$ cat config.mk
export PLATFORM = sky130hd
export DESIGN_NAME = pc_unit_flat
export DESIGN_NICKNAME = d
export VERILOG_FILES = /design/src/rtl/pc_unit_if.sv /design/src/rtl/pc_unit.sv /design/src/flat_wrapper.sv
export SDC_FILE = /design/constraint.sdc
export NUM_CORES = 1
export LEC_CHECK = 0
export ABC_AREA = 1
export ABC_CLOCK_PERIOD_IN_PS = 2250
export BUFFER_PORTS_ARGS = -buffer_cell sky130_fd_sc_hd__buf_2
export CAP_MARGIN = 20
export CORE_MARGIN = 4
export CORE_UTILIZATION = 53
export DETAILED_ROUTE_END_ITERATION = 8
export GPL_TIMING_DRIVEN = 0
export HOLD_SLACK_MARGIN = 0.02
export PLACE_DENSITY_LB_ADDON = 0.3
export SYNTH_ARGS = -nofsm -noshare
export SYNTH_HDL_FRONTEND = slang
export SYNTH_SLANG_ARGS = --single-unit
$ cat constraint.sdc
create_clock -name clk -period 2.25 [get_ports clk]
set_input_delay 0.45 -clock clk [delete_from_list [all_inputs] [get_ports clk]]
set_output_delay 0.45 -clock clk [all_outputs]
set_load 0.01 [all_outputs]
$ cat src/rtl/pc_unit_if.sv
// pc_unit_if -- command/result bundle between the control unit and pc_unit.
//   master : control side; drives inc/load_l/load_h/src_sel/alu_in/mem_in/
//            branch/offset and observes pc/pc_l/pc_h/busy/page_cross.
//   slave  : pc_unit side; the mirror image of master.
interface pc_unit_if #(
  parameter int WIDTH = 16
);
  logic             inc;
  logic             load_l;
  logic             load_h;
  logic             src_sel;
  logic [7:0]       alu_in;
  logic [7:0]       mem_in;
  logic             branch;
  logic [7:0]       offset;
  logic [WIDTH-1:0] pc;
  logic [7:0]       pc_l;
  logic [WIDTH-9:0] pc_h;
  logic             busy;
  logic             page_cross;

  modport master (
    output inc, load_l, load_h, src_sel, alu_in, mem_in, branch, offset,
    input  pc, pc_l, pc_h, busy, page_cross
  );

  modport slave (
    input  inc, load_l, load_h, src_sel, alu_in, mem_in, branch, offset,
    output pc, pc_l, pc_h, busy, page_cross
  );
endinterface

$ cat src/rtl/pc_unit.sv
// pc_unit -- program counter for the 2A03/6502 core.
//   Increments, loads low/high parts from the ALU or memory bus, and runs a
//   two-cycle relative branch that adds one extra cycle when the branch
//   target lies on a different page.
// Ports:
//   clk   : clock, all state updates on the rising edge
//   rst_n : asynchronous active-low reset (pc <= RESET_VAL, IDLE)
//   bus   : pc_unit_if.slave -- commands in; pc, pc_l, pc_h, busy,
//           page_cross out (all straight from registers)
module pc_unit #(
  parameter int          WIDTH     = 16,
  parameter logic [23:0] RESET_VAL = 24'h000000
) (
  input  logic        clk,
  input  logic        rst_n,
  pc_unit_if.slave    bus
);

  localparam int HW = WIDTH - 8;

  typedef enum logic {IDLE, FIX} state_t;

  state_t         state_q;
  logic [WIDTH-1:0] pc_q;
  logic           busy_q;
  logic           page_cross_q;
  logic           adj_dn_q;     // direction of the pending high-part fix

  logic [8:0]     br_sum;
  logic           br_cross;
  logic [7:0]     load_byte;
  logic [HW+7:0]  load_ext;     // zero-extended byte, wide enough for any HW

  assign br_sum    = {1'b0, pc_q[7:0]} + {1'b0, bus.offset};
  // Carry out of a positive offset or missing carry on a negative offset
  // means the target is on the neighbouring page.
  assign br_cross  = br_sum[8] ^ bus.offset[7];
  assign load_byte = bus.src_sel ? bus.mem_in : bus.alu_in;
  assign load_ext  = {{HW{1'b0}}, load_byte};

  always_ff @(posedge clk or negedge rst_n) begin
    if (!rst_n) begin
      state_q      <= IDLE;
      pc_q         <= RESET_VAL[WIDTH-1:0];
      busy_q       <= 1'b0;
      page_cross_q <= 1'b0;
      adj_dn_q     <= 1'b0;
    end else begin
      case (state_q)
        IDLE: begin
          if (bus.branch) begin
            pc_q[7:0] <= br_sum[7:0];
            if (br_cross) begin
              state_q      <= FIX;
              busy_q       <= 1'b1;
              page_cross_q <= 1'b1;
              adj_dn_q     <= bus.offset[7];
            end
          end else if (bus.load_l || bus.load_h) begin
            if (bus.load_l) pc_q[7:0]       <= load_byte;
            if (bus.load_h) pc_q[WIDTH-1:8] <= load_ext[HW-1:0];
          end else if (bus.inc) begin
            pc_q <= pc_q + WIDTH'(1);
          end
        end
        FIX: begin
          // All commands are dropped here; only the high part moves.
          if (adj_dn_q) pc_q[WIDTH-1:8] <= pc_q[WIDTH-1:8] - HW'(1);
          else          pc_q[WIDTH-1:8] <= pc_q[WIDTH-1:8] + HW'(1);
          state_q      <= IDLE;
          busy_q       <= 1'b0;
          page_cross_q <= 1'b0;
        end
        default: state_q <= IDLE;
      endcase
    end
  end

  assign bus.pc         = pc_q;
  assign bus.pc_l       = pc_q[7:0];
  assign bus.pc_h       = pc_q[WIDTH-1:8];
  assign bus.busy       = busy_q;
  assign bus.page_cross = page_cross_q;

endmodule
$ cat src/flat_wrapper.sv
// flat-port wrapper written by rule: the top's interface ports become plain ports
module pc_unit_flat 
#(
  parameter int          WIDTH     = 16,
  parameter logic [23:0] RESET_VAL = 24'h000000
)
  (clk, rst_n, bus_inc, bus_load_l, bus_load_h, bus_src_sel, bus_alu_in, bus_mem_in, bus_branch, bus_offset, bus_pc, bus_pc_l, bus_pc_h, bus_busy, bus_page_cross);
  pc_unit_if #(.WIDTH(WIDTH)) bus_i ();
  input  logic clk;
  input  logic rst_n;
  input wire logic [$bits(bus_i.inc)-1:0] bus_inc;
  input wire logic [$bits(bus_i.load_l)-1:0] bus_load_l;
  input wire logic [$bits(bus_i.load_h)-1:0] bus_load_h;
  input wire logic [$bits(bus_i.src_sel)-1:0] bus_src_sel;
  input wire logic [$bits(bus_i.alu_in)-1:0] bus_alu_in;
  input wire logic [$bits(bus_i.mem_in)-1:0] bus_mem_in;
  input wire logic [$bits(bus_i.branch)-1:0] bus_branch;
  input wire logic [$bits(bus_i.offset)-1:0] bus_offset;
  output wire logic [$bits(bus_i.pc)-1:0] bus_pc;
  output wire logic [$bits(bus_i.pc_l)-1:0] bus_pc_l;
  output wire logic [$bits(bus_i.pc_h)-1:0] bus_pc_h;
  output wire logic [$bits(bus_i.busy)-1:0] bus_busy;
  output wire logic [$bits(bus_i.page_cross)-1:0] bus_page_cross;
  assign bus_i.inc = bus_inc;
  assign bus_i.load_l = bus_load_l;
  assign bus_i.load_h = bus_load_h;
  assign bus_i.src_sel = bus_src_sel;
  assign bus_i.alu_in = bus_alu_in;
  assign bus_i.mem_in = bus_mem_in;
  assign bus_i.branch = bus_branch;
  assign bus_i.offset = bus_offset;
  assign bus_pc = bus_i.pc;
  assign bus_pc_l = bus_i.pc_l;
  assign bus_pc_h = bus_i.pc_h;
  assign bus_busy = bus_i.busy;
  assign bus_page_cross = bus_i.page_cross;
  pc_unit #(.WIDTH(WIDTH), .RESET_VAL(RESET_VAL)) u_core (.clk(clk), .rst_n(rst_n), .bus(bus_i));
endmodule
# Word-level counts from Yosys, hierarchy flattened

Cells that the tools add are included.

Mux-type cells: 15
Equality and inequality tests: 6
Reductions and logical operators: 6
Bitwise operators: 2
Add/subtract/negate cells: 4

Operators by type and width:

| kind                  | count |
|---|---|
| $mux 8                | 6 |
| $mux 16               | 2 |
| $add 16x1->16 const B | 1 |
| $pmux 8 s2            | 1 |
| $add 8x8->9           | 1 |
| $reduce_and 3->1      | 3 |
| $add 8x1->8 const B   | 1 |
| $sub 8x1->8 const B   | 1 |
| $ne 3x3->1 const B    | 2 |
| $mux 1                | 4 |
| $ne 2x2->1 const B    | 2 |
| $pmux 1 s2            | 2 |
| $ne 3x2->1 const B    | 1 |
| $reduce_bool 3->1     | 1 |
| $ne 2x1->1 const B    | 1 |
| $reduce_and 2->1      | 1 |
| $logic_or 1x1->1      | 1 |
| $not 1->1             | 1 |
| $xor 1x1->1           | 1 |

Flip-flop bits (word level): 19
Word-level logic and storage cells: 38
Input port bits: 31

# Depth between registers and ports, before layout

Gate-level depths: netlist (run 1).

Word-level depth: 5
Mapped depth: 11
Mapped depth without buffers: 11

# Worst setup path before layout (run 1)

Ideal clock, no wire load.

Kind: reg2reg
Start: register u_core.pc_q[0] (netlist: u_core.bus.pc[0])
End: register u_core.adj_dn_q
Required time: 2.133 ns
Arrival: 1.822 ns
Setup time: 0.117 ns
Clock period less this slack: 1.939 ns
Path buffers: 0
Path slack: 0.311 ns
Cell stages (with the launch flop): 11
Cells stage by stage: dfrtp_1 ha_1 inv_1 fa_1 nand3b_1 nand2_1 nand4_1 nand3b_1 nand3_1 nand2_1 nand2_1

Word-level cells in the longest chain between the ends: 3

Ends and longest elaborated chain:

| item                              | RTL line      | RTL |
|---|---|---|
| start: declaration                | pc_unit.sv:24 | `logic [WIDTH-1:0] pc_q;` |
| start signal: assignment          | pc_unit.sv:44 | `pc_q <= RESET_VAL[WIDTH-1:0];` |
| start signal: assignment          | pc_unit.sv:52 | `pc_q[7:0] <= br_sum[7:0];` |
| start signal: assignment          | pc_unit.sv:60 | `if (bus.load_l) pc_q[7:0] <= load_byte;` |
| $add 8x8->9                       | pc_unit.sv:34 | `assign br_sum = {1'b0, pc_q[7:0]} + {1'b0, bus.offset};` |
| $xor 1x1->1                       | pc_unit.sv:37 | `assign br_cross = br_sum[8] ^ bus.offset[7];` |
| $reduce_and 3->1 (no source line) | -             |  |
| end signal: assignment            | pc_unit.sv:57 | `adj_dn_q <= bus.offset[7];` |
| end: declaration                  | pc_unit.sv:27 | `logic adj_dn_q;` |

Every way passes these cells.
A chain may end at the register's enable or synchronous reset.

# Worst setup path after layout (run 1)

Ends and elaborated chain as after synthesis.

==> results of run 1 <==
-- worst register-to-register path: stages (launching register included) --
cell and delay (ns):
dfrtp_2 0.37, ha_1 0.19, inv_1 0.06, fa_1 0.39, nand3b_1 0.18, nand2_1 0.14, nand4_1 0.16, nand3b_1 0.13
nand3_1 0.13, nand2_1 0.09, nand2_1 0.06
-- flip-flops by register name, indices dropped and copies added (netlist names) --
name and cells:
u_core.state_q 1, u_core.bus.pc 16, u_core.bus.busy 1, u_core.adj_dn_q 1
-- metrics by stage --
| step | cells | power (µW) |
|---|---|---|
| final | 479 | 3630 |
| after global routing | 479 | 4040 |
| after global placement | 474 | 3260 |
| after floorplan | 362 | 2650 |
| after CTS | 478 | 3610 |
| after detailed placement | 474 | 3350 |
-- cells by family (layout without fill, tap and decap cells) --
kind of cell / count (synthesis) / count (layout) / share of synthesized area [%]
simple gates: 184 / 184 / 34.5
compound gates: 69 / 69 / 17.6
buf+inv: 68 / 135 / 15.5
flops: 19 / 19 / 20.6
fa+ha+maj: 17 / 17 / 9.88
xor+xnor: 5 / 5 / 1.90
-- metal layers --
metal | track usage (%) | up-vias
met5 | 0 | -
met4 | 6.44 | 0
met3 | 3.92 | 13
met2 | 38.6 | 97
met1 | 30.4 | 1136
li1 | - | 1301
-- cells in the final DEF (no fill, tap or decap), types with 5 or more instances in the layout --
cell type and instances:
buf_2 63, nand3_1 26, nand2_1 103, nor2_1 39, a21oi_1 20, dfrtp_1 17
ha_1 15, nand4_1 5, o21ai_1 8, inv_1 39, o21ai_0 28, buf_4 22
-- where the power goes --
group / leakage, µW / internal [µW] / switching [µW]
logic: 0.00125 / 1110 / 1420
clock network: 0.0000228 / 126 / 124
registers: 0.000225 / 511 / 334
-- timing repair --
action                                  4_1_cts  5_1_grt
gates resized for setup                       0        3
hold endpoints to repair                      0        0
endpoints found under the setup margin        0        4
setup buffers                                 0        1
-- worst paths after layout --
path                               endpoint  slack [ns]  depth (start not counted)
max                         u_core.adj_dn_q        0.24                         10
min                        u_core.bus.pc[0]        0.13                          1
max reg2reg                 u_core.adj_dn_q        0.24                         10
min reg2reg                 u_core.bus.busy        0.52                          2
max in group asynchronous  u_core.bus.pc[1]        1.77                          1
min in group clk            u_core.adj_dn_q        0.50                          3
-- layout make-up --
cell class,count,area [µm²]
tap,50,62.6
buffer,25,195
clock buffer,4,45.0
timing repair buffer,63,318
multi-input combinational,275,1470
inverter,43,161
sequential,19,478
fill,389,1380
==> flow_summary_export.csv, run 1 <==
group,metric,value,unit
run_status,status,"complete, no violations",
yosys,ys_ff_latch,19,
clock_network,hold_buffers,0,
power,total_leakage_power,0.00150,µW
place,place_ws,0.0658,ns
grt,grt_max_degree,20,
clock_network,clk_path_buf_depth,2,
place,place.gp.congestion,0.906,
timing,clock_skew,0.00363,ns
clock_network,root_buffer,"clkbuf_8",
clock_network,clk_pin_slew,0.08,ns
hold_path,hp-class,"input pin to asynchronous set/reset pin",
timing,relSlewSlack,67.2,%
clock_network,cts_max_level,1,
grt,grt_usage,22.9,%
yosys,synth_area_leaders,"dfrtp_1 (21%), nand2_1 (17%), ha_1 (8.1%), buf_4 (6.8%), inv_1 (6.3%)",
clock_network,clk_latency,0.26,ns
finish,insertedDiodeCount,0,
timing,rsz0062_at_grt,"false",
timing,setup_viol_count_final,0,
critical_path,critPathMaxFanout,4,
finish,area_growth,18.6,%
grt,grt_pass1_vias,2284,
place,post-dp-hpwl,4.76,mm
timing,worst_pin_slew,0.486,ns
yosys,netlist_area,2310,µm²
die,dieArea,5470,µm²
place,portBuffers,62,
die,die_x,74.0,µm
critical_path,slowest_stage,"fa_1",
detailed_routing,avgRoutedWirePerCell,12.4,µm
yosys,async_reset_ff_share,100,%
timing,fin_crit,2.01,ns
timing,whs,0.129,ns
finish,post-route-util,66.4,%
yosys,synth_edf_count,0,
finish,drive_above_1_share,25.4,%
die,coreArea,4120,µm²
clock_network,cts.sinks,19,
grt,grt_pass1_wl,10.0,mm
die,fp.dieH,74.0,µm
critical_path,endpoint_kind,"register",
timing,final.setup.tns,0,ns
die,pin_count,65,
critical_path,crit_required,2.41,ns
grt,antenna_found_initial,0,
timing,hold_viol_final,0,
yosys,yosysTopAreaCell,"dfrtp_1",
timing,setup_slack,0.240,ns
yosys,ys_types,32,
power,peakVddDrop,0.602,mV
yosys,synth_seq_area_share,20.6,%
yosys,synth_most_common_cell,"nand2_1",
detailed_routing,drt-total-wl,5.94,mm
yosys,ys.flop_type,"dfrtp_1",
critical_path,cp_slowest_stage_delay,0.39,ns
detailed_routing,m1WireLength,2.70,mm
timing,period_share,89.3,%
finish,design_area,2730,µm²
critical_path,start_kind,"register",
critical_path,crit_chain,"ha_1 > inv_1 > fa_1 > nand3b_1 > nand2_1 > nand4_1 > nand3b_1 > nand3_1 > nand2_1 > nand2_1",
detailed_routing,wl_met3,515,µm
die,initial_core_util,56.0,%
critical_path,r2r_start,"u_core.bus.pc[0]",
detailed_routing,viasPerCell,5.32,
clock_network,cts_made_buffers,3,
detailed_routing,highest_layer,"met4",
power,p_per_area,1330,nW/µm²
critical_path,crit_path_start,"u_core.bus.pc[0]",
yosys,synthCells,362,
yosys,postSynthAreaPerCell,6.37,µm²
timing,drv_slew,0,
detailed_routing,drt_iter0_drc,196,
yosys,yosysWarnings,0,
detailed_routing,drc_errors,0,
finish,final_nets,478,
job,max_cap_viol_count,0,
place,post_dp_cell_area,2680,µm²
detailed_routing,num_vias,2547,
yosys,syn_nets,410,
clock_network,cts_tree,"done",
critical_path,cp_num_buf_inv,1,
yosys,synth_commonest_cells,"nand2_1 (103), inv_1 (39), nor2_1 (39)",
detailed_routing,route.met2.wl,2.65,mm
detailed_routing,drtAntennaViolNets,0,
critical_path,crit_type,"register to register",
yosys,synth.top_cell.area_share,20.6,%
grt,grt_overflow,0,
die,fp-row-count,23,
critical_path,crit_family,"simple AND/OR/NAND/NOR gates",
critical_path,arrival,2.17,ns
timing,fmax,498,MHz
critical_path,path_common_cell,"nand2_1",
detailed_routing,drtPass1Iterations,5,
Power figures use the tool's default switching activity.
==> run 2, diff against run 1 <==
--- a/config.mk
+++ b/config.mk
@@ -7,11 +7,11 @@
 export LEC_CHECK = 0
 export ABC_AREA = 1
 export ABC_CLOCK_PERIOD_IN_PS = 2250
-export BUFFER_PORTS_ARGS = -buffer_cell sky130_fd_sc_hd__buf_2
 export CAP_MARGIN = 20
 export CORE_MARGIN = 4
-export CORE_UTILIZATION = 53
+export CORE_UTILIZATION = 58
 export DETAILED_ROUTE_END_ITERATION = 8
+export DONT_BUFFER_PORTS = 1
 export GPL_TIMING_DRIVEN = 0
 export HOLD_SLACK_MARGIN = 0.02
 export PLACE_DENSITY_LB_ADDON = 0.3
==> run 2 against run 1 <==
Net effect: flip-flop and latch count unchanged; cell count decreased by 13%; clock power about the same; critical path type unchanged; critical endpoint unchanged; largest cell class unchanged; highest routed layer unchanged.
==> flow_summary_export.csv, run 2 (synthesized netlist as in run 1, its figures left out) <==
group,metric,value,unit
run_status,status,"complete, no violations",
clock_network,clk_pin_slew,0.08,ns
detailed_routing,drtPass1Iterations,5,
power,total_leakage_power,0.00124,µW
grt,grt_pass1_vias,2095,
finish,largest_register_ff_count,16,
place,portBuffers,0,
finish,filler_cell_count,359,
critical_path,start_kind,"register",
finish,final_common_cell,"nand2_1",
grt,antenna_found_initial,0,
finish,insertedDiodeCount,0,
timing,worst_pin_slew,0.949,ns
timing,fin_crit,2.12,ns
die,fp.dieH,71.1,µm
grt,grt_pass1_wl,9.39,mm
timing,final.setup.tns,0,ns
die,fp-row-count,22,
detailed_routing,highest_layer,"met4",
detailed_routing,drt_iter0_drc,180,
critical_path,crit_type,"register to register",
power,p_per_area,1370,nW/µm²
job,max_cap_viol_count,0,
critical_path,endpoint_kind,"register",
critical_path,critPathMaxFanout,7,
place,post-dp-hpwl,4.54,mm
clock_network,cts_tree,"done",
detailed_routing,avgRoutedWirePerCell,13.5,µm
clock_network,clk_latency,0.27,ns
timing,drv_slew,0,
detailed_routing,num_vias,2319,
die,dieArea,5050,µm²
detailed_routing,drt-total-wl,5.60,mm
die,die_x,71.1,µm
detailed_routing,route.met2.wl,2.54,mm
clock_network,cts_max_level,1,
timing,period_share,94.1,%
detailed_routing,viasPerCell,5.59,
grt,grt_max_degree,20,
timing,fmax,472,MHz
detailed_routing,m1WireLength,2.49,mm
power,power,3330,µW
clock_network,cts_made_buffers,3,
detailed_routing,drc_errors,0,
critical_path,arrival,2.28,ns
timing,relSlewSlack,36.5,%
grt,grt_usage,22.6,%
power,peakVddDrop,0.654,mV
timing,hold_viol_final,0,
grt,grt_overflow,0,
die,pin_count,65,
clock_network,clk_path_buf_depth,2,
place,place.gp.congestion,0.925,
die,coreArea,3740,µm²
finish,top_register,"u_core.bus.pc",
timing,setup_viol_count_final,0,
timing,rsz0062_at_grt,"false",
finish,layout_common_cells,"nand2_1 (102), inv_1 (39), nor2_1 (39), o21ai_0 (29), nand3_1 (26)",
timing,clock_skew,0.00418,ns
detailed_routing,drtAntennaViolNets,0,
die,initial_core_util,61.6,%
detailed_routing,wl_met3,490,µm
finish,final_nets,416,
critical_path,crit_required,2.41,ns
clock_network,cts.sinks,19,
clock_network,root_buffer,"clkbuf_8",
hold_path,hp-class,"input pin to register",
finish,drive_above_1_share,13.4,%
finish,area_growth,5.37,%
## run 2: cell types whose count changed in the layout (fill, tap and decap cells not counted)
cell / previous run / this run
o21ai_0: 28 / 29
nand2_2: 1 / 2
buf_2: 63 / 1
ha_2: 0 / 1
dfrtp_2: 2 / 3
ha_1: 15 / 14
dlygate4sd3_1: 0 / 1
dfrtp_1: 17 / 16
buf_4: 22 / 21
o21ai_1: 8 / 7
nand2_1: 103 / 102
## run 2: timing repair
action / in CTS / in global routing
hold buffers: 1 / 0
gates resized for setup: 0 / 5
hold endpoints to repair: 19 / 0
endpoints found under the setup margin: 0 / 4
setup buffers: 0 / 0
## run 2: critical path: stages, from the launching register on
cell and delay [ns]:
dfrtp_2 0.48, ha_2 0.22, inv_1 0.05, fa_1 0.39, nand3b_1 0.19, nand2_2 0.12
nand4_1 0.17, nand3b_1 0.13, nand3_1 0.13, nand2_1 0.09, nand2_1 0.05
## run 2: final cells by class
cell class | instances | area [µm²] | share of cell area (%)
clock buffer | 4 | 45.0 | 1.85
inverter | 43 | 161 | 6.64
buffer | 25 | 195 | 8.03
multi-input combinational | 275 | 1480 | 60.9
timing repair buffer | 1 | 10.0 | 0.412
sequential | 19 | 479 | 19.7
tap | 48 | 60.1 | 2.47
## run 2: routing by layer
layer / vias to the layer above / GRT usage (%)
met2: 103 / 34.5
li1: 1171 / -
met1: 1033 / 31.5
met3: 12 / 6.11
met4: 0 / 5.85
met5: - / 0
## run 2: final timing paths
kind	from	endpoint	slack [ns]	cells past startpoint
setup / recovery	u_core.bus.pc[0]	u_core.adj_dn_q	0.13	10
hold / removal	bus_offset[7]	u_core.adj_dn_q	0.34	2
setup reg to reg	u_core.bus.pc[0]	u_core.adj_dn_q	0.13	10
hold reg to reg	u_core.bus.busy	u_core.bus.busy	0.59	2
max in group asynchronous	rst_n	u_core.bus.pc[8]	0.84	1
min in group asynchronous	rst_n	u_core.bus.pc[2]	0.77	1
## run 2: per-stage QoR
stage	std cells	area (µm²)	hold slack [ns]	utilization (%)	setup WS, ns
finish	415	2430	0.336	64.9	0.133
detailed placement	410	2370	0.155	63.2	0.0517
floorplan	362	2310	0.154	-	0.311
CTS	415	2420	0.337	64.7	0.0159
global placement	410	2370	0.155	63.2	0.0702
global route	415	2430	0.349	64.9	0.00582
## run 2: power by group
| group | internal, µW | switching [µW] | total, µW |
|---|---|---|---|
| Combinational | 890 | 1230 | 2120 |
| Sequential | 511 | 445 | 955 |
| Clock | 127 | 127 | 253 |
| Total | 1530 | 1810 | 3330 |
==> run 3, diff against run 2 <==
--- a/config.mk
+++ b/config.mk
@@ -8,6 +8,7 @@
 export ABC_AREA = 1
 export ABC_CLOCK_PERIOD_IN_PS = 2250
 export CAP_MARGIN = 20
+export CORE_ASPECT_RATIO = 1.2
 export CORE_MARGIN = 4
 export CORE_UTILIZATION = 58
 export DETAILED_ROUTE_END_ITERATION = 8
@@ -15,6 +16,7 @@
 export GPL_TIMING_DRIVEN = 0
 export HOLD_SLACK_MARGIN = 0.02
 export PLACE_DENSITY_LB_ADDON = 0.3
+export RECOVER_POWER = 100
 export SYNTH_ARGS = -nofsm -noshare
 export SYNTH_HDL_FRONTEND = slang
 export SYNTH_SLANG_ARGS = --single-unit
==> run 3 against run 2 <==
Net effect: flip-flop and latch count did not move; largest cell class unchanged; critical path type unchanged; highest routed layer unchanged; die area barely moved; via count fell by 1.0%.
==> flow_summary_export.csv, run 3 (synthesized netlist as in run 1, its figures left out) <==
group,metric,value,unit
finish,stdcell_count,420,
finish,area_growth,3.20,%
clock_network,clk_pin_slew,0.09,ns
power,internal_power,1410,µW
timing,rsz0062_at_grt,"false",
clock_network,clk_latency,0.27,ns
place,place.gp.congestion,0.889,
clock_network,cts_max_level,1,
die,fp-row-count,24,
die,fp.dieH,77.1,µm
timing,relSlewSlack,35.0,%
finish,insertedDiodeCount,0,
clock_network,cts_tree,"done",
power,total_leakage_power,0.00119,µW
critical_path,crit_type,"register to register",
detailed_routing,drtPass1Iterations,4,
finish,layout_common_cells,"nand2_1 (102), inv_1 (40), nor2_1 (40), o21ai_0 (30), nand3_1 (25)",
hold_path,hold_path_end,"u_core.adj_dn_q",
timing,clock_skew,0.00755,ns
critical_path,endpoint_kind,"register",
critical_path,rrSetupSlack,0.19,ns
critical_path,crit_chain,"inv_1 > fa_1 > o21ai_0 > nand3_1 > nand2_1 > nand2_1 > nand3_1 > nand2_1 > nand2_1 > nand2_1",
grt,antenna_found_initial,0,
detailed_routing,drt_iter0_drc,84,
place,portBuffers,0,
finish,filler_cell_count,409,
timing,whs,0.320,ns
timing,setup_slack,0.192,ns
critical_path,start_kind,"register",
critical_path,arrival,2.23,ns
power,switching_share,56.5,%
critical_path,crit_required,2.42,ns
detailed_routing,avgRoutedWirePerCell,14.2,µm
detailed_routing,viasPerCell,5.46,
timing,final.setup.tns,0,ns
finish,top_register,"u_core.bus.pc",
grt,grt_overflow,0,
run_status,status,"complete, no violations",
detailed_routing,num_vias,2295,
power,power.share.combinational,62.2,%
place,place_ws,0.0325,ns
critical_path,critPathMaxFanout,7,
critical_path,r2r_start,"u_core.bus.pc[9]",
die,initial_core_util,61.9,%
power,power.share.clock,8.1,%
detailed_routing,drt-total-wl,5.95,mm
timing,fmax,486,MHz
hold_path,hp-class,"input pin to register",
detailed_routing,drtAntennaViolNets,0,
finish,drive_above_1_share,8.42,%
timing,setup_viol_count_final,0,
place,placed_cells,414,
clock_network,cts.sinks,19,
critical_path,cp_slowest_stage_delay,0.52,ns
critical_path,slowest_stage,"dfrtp_1",
critical_path,reg2reg_to,"u_core.bus.pc[14]",
grt,grt_pass1_wl,9.78,mm
timing,hold_viol_final,0,
finish,final_common_cell,"nand2_1",
detailed_routing,drc_errors,0,
timing,drv_slew,0,
die,die_x,65.6,µm
timing,period_share,91.5,%
finish,seqCellArea,479,µm²
die,dieArea,5050,µm²
finish,post-route-util,63.9,%
hold_path,min-delay-start,"bus_offset[7]",
power,p_per_area,1360,nW/µm²
critical_path,path_common_cell,"nand2_1",
power,switchingPower,1830,µW
clock_network,root_buffer,"clkbuf_8",
power,power_frac_seq,29.7,%
grt,grt_usage,23.9,%
timing,worst_pin_slew,0.972,ns
die,pin_count,65,
finish,final_nets,417,
power,peakVddDrop,0.521,mV
place,post-dp-hpwl,4.65,mm
critical_path,worstRegToRegCells,10,
grt,grt_pass1_vias,2167,
clock_network,cts_made_buffers,3,
finish,multiInputGateArea,1480,µm²
finish,largest_register_ff_count,16,
hold_path,whs_path_depth,2,
job,max_cap_viol_count,0,
die,coreArea,3720,µm²
timing,fin_crit,2.06,ns
grt,grt_max_degree,20,
clock_network,clk_path_buf_depth,2,
## run 3: worst max-delay path by stage
stage | cells after the start | from | slack (ns) | end
finish | 10 | u_core.bus.pc[9] | 0.19 | u_core.bus.pc[14]
global placement | 10 | u_core.bus.pc[0] | 0.07 | u_core.adj_dn_q
global route | 10 | u_core.bus.pc[0] | 0.01 | u_core.adj_dn_q
floorplan | 10 | u_core.bus.pc[0] | 0.31 | u_core.adj_dn_q
CTS | 10 | u_core.bus.pc[0] | 0.01 | u_core.adj_dn_q
detailed placement | 10 | u_core.bus.pc[0] | 0.03 | u_core.adj_dn_q
## run 3: through the flow
step | power, µW | instance area, µm²
floorplan | 2650 | 2310
detailed placement | 3080 | 2370
global route | 3620 | 2380
finish | 3250 | 2380
global placement | 3000 | 2370
CTS | 3350 | 2430
## run 3: final cells by class
| class | instances | area share, % |
|---|---|---|
| Inverter | 43 | 6.78 |
| Timing Repair Buffer | 2 | 0.736 |
| Clock buffer | 3 | 1.74 |
| Tap cell | 52 | 2.73 |
| Multi-Input combinational cell | 275 | 62.3 |
| Sequential cell | 19 | 20.1 |
| Clock inverter | 1 | 0.210 |
| Buffer | 25 | 5.36 |
## run 3: repair_timing
action | CTS | global route
setup endpoints to repair | 0 | 5
resized for setup | 0 | 7
hold buffers | 1 | 0
endpoints found under the hold margin | 19 | 0
buffers inserted | 0 | 1
## run 3: power groups by stage
stage          logic, µW  clock network (µW)  registers [µW]
4_1_cts             2140                 255             959
3_3_place_gp        2040                   0             961
5_1_grt             2330                 274            1010
6_report            2020                 262             964
2_1_floorplan       1800                   0             851
3_5_place_dp        2110                   0             965
## run 3: routing by layer
layer / wire length (µm) / GRT usage, % / share of wire [%]
met4: 152 / 8.51 / 2.6
met2: 3170 / 43.8 / 53
met1: 2420 / 27.9 / 41
met3: 209 / 2.63 / 3.5
met5: 0 / 0 / 0
## run 3: worst max-delay path, delay by kind of cell (launching register included)
family | cells | cell delay, ns
DFF | 1 | 0.52
and+or+nand+nor | 7 | 0.52
adders and majority gates | 1 | 0.46
AOI/OAI and AO/OA | 1 | 0.31
buffers and inverters | 1 | 0.14
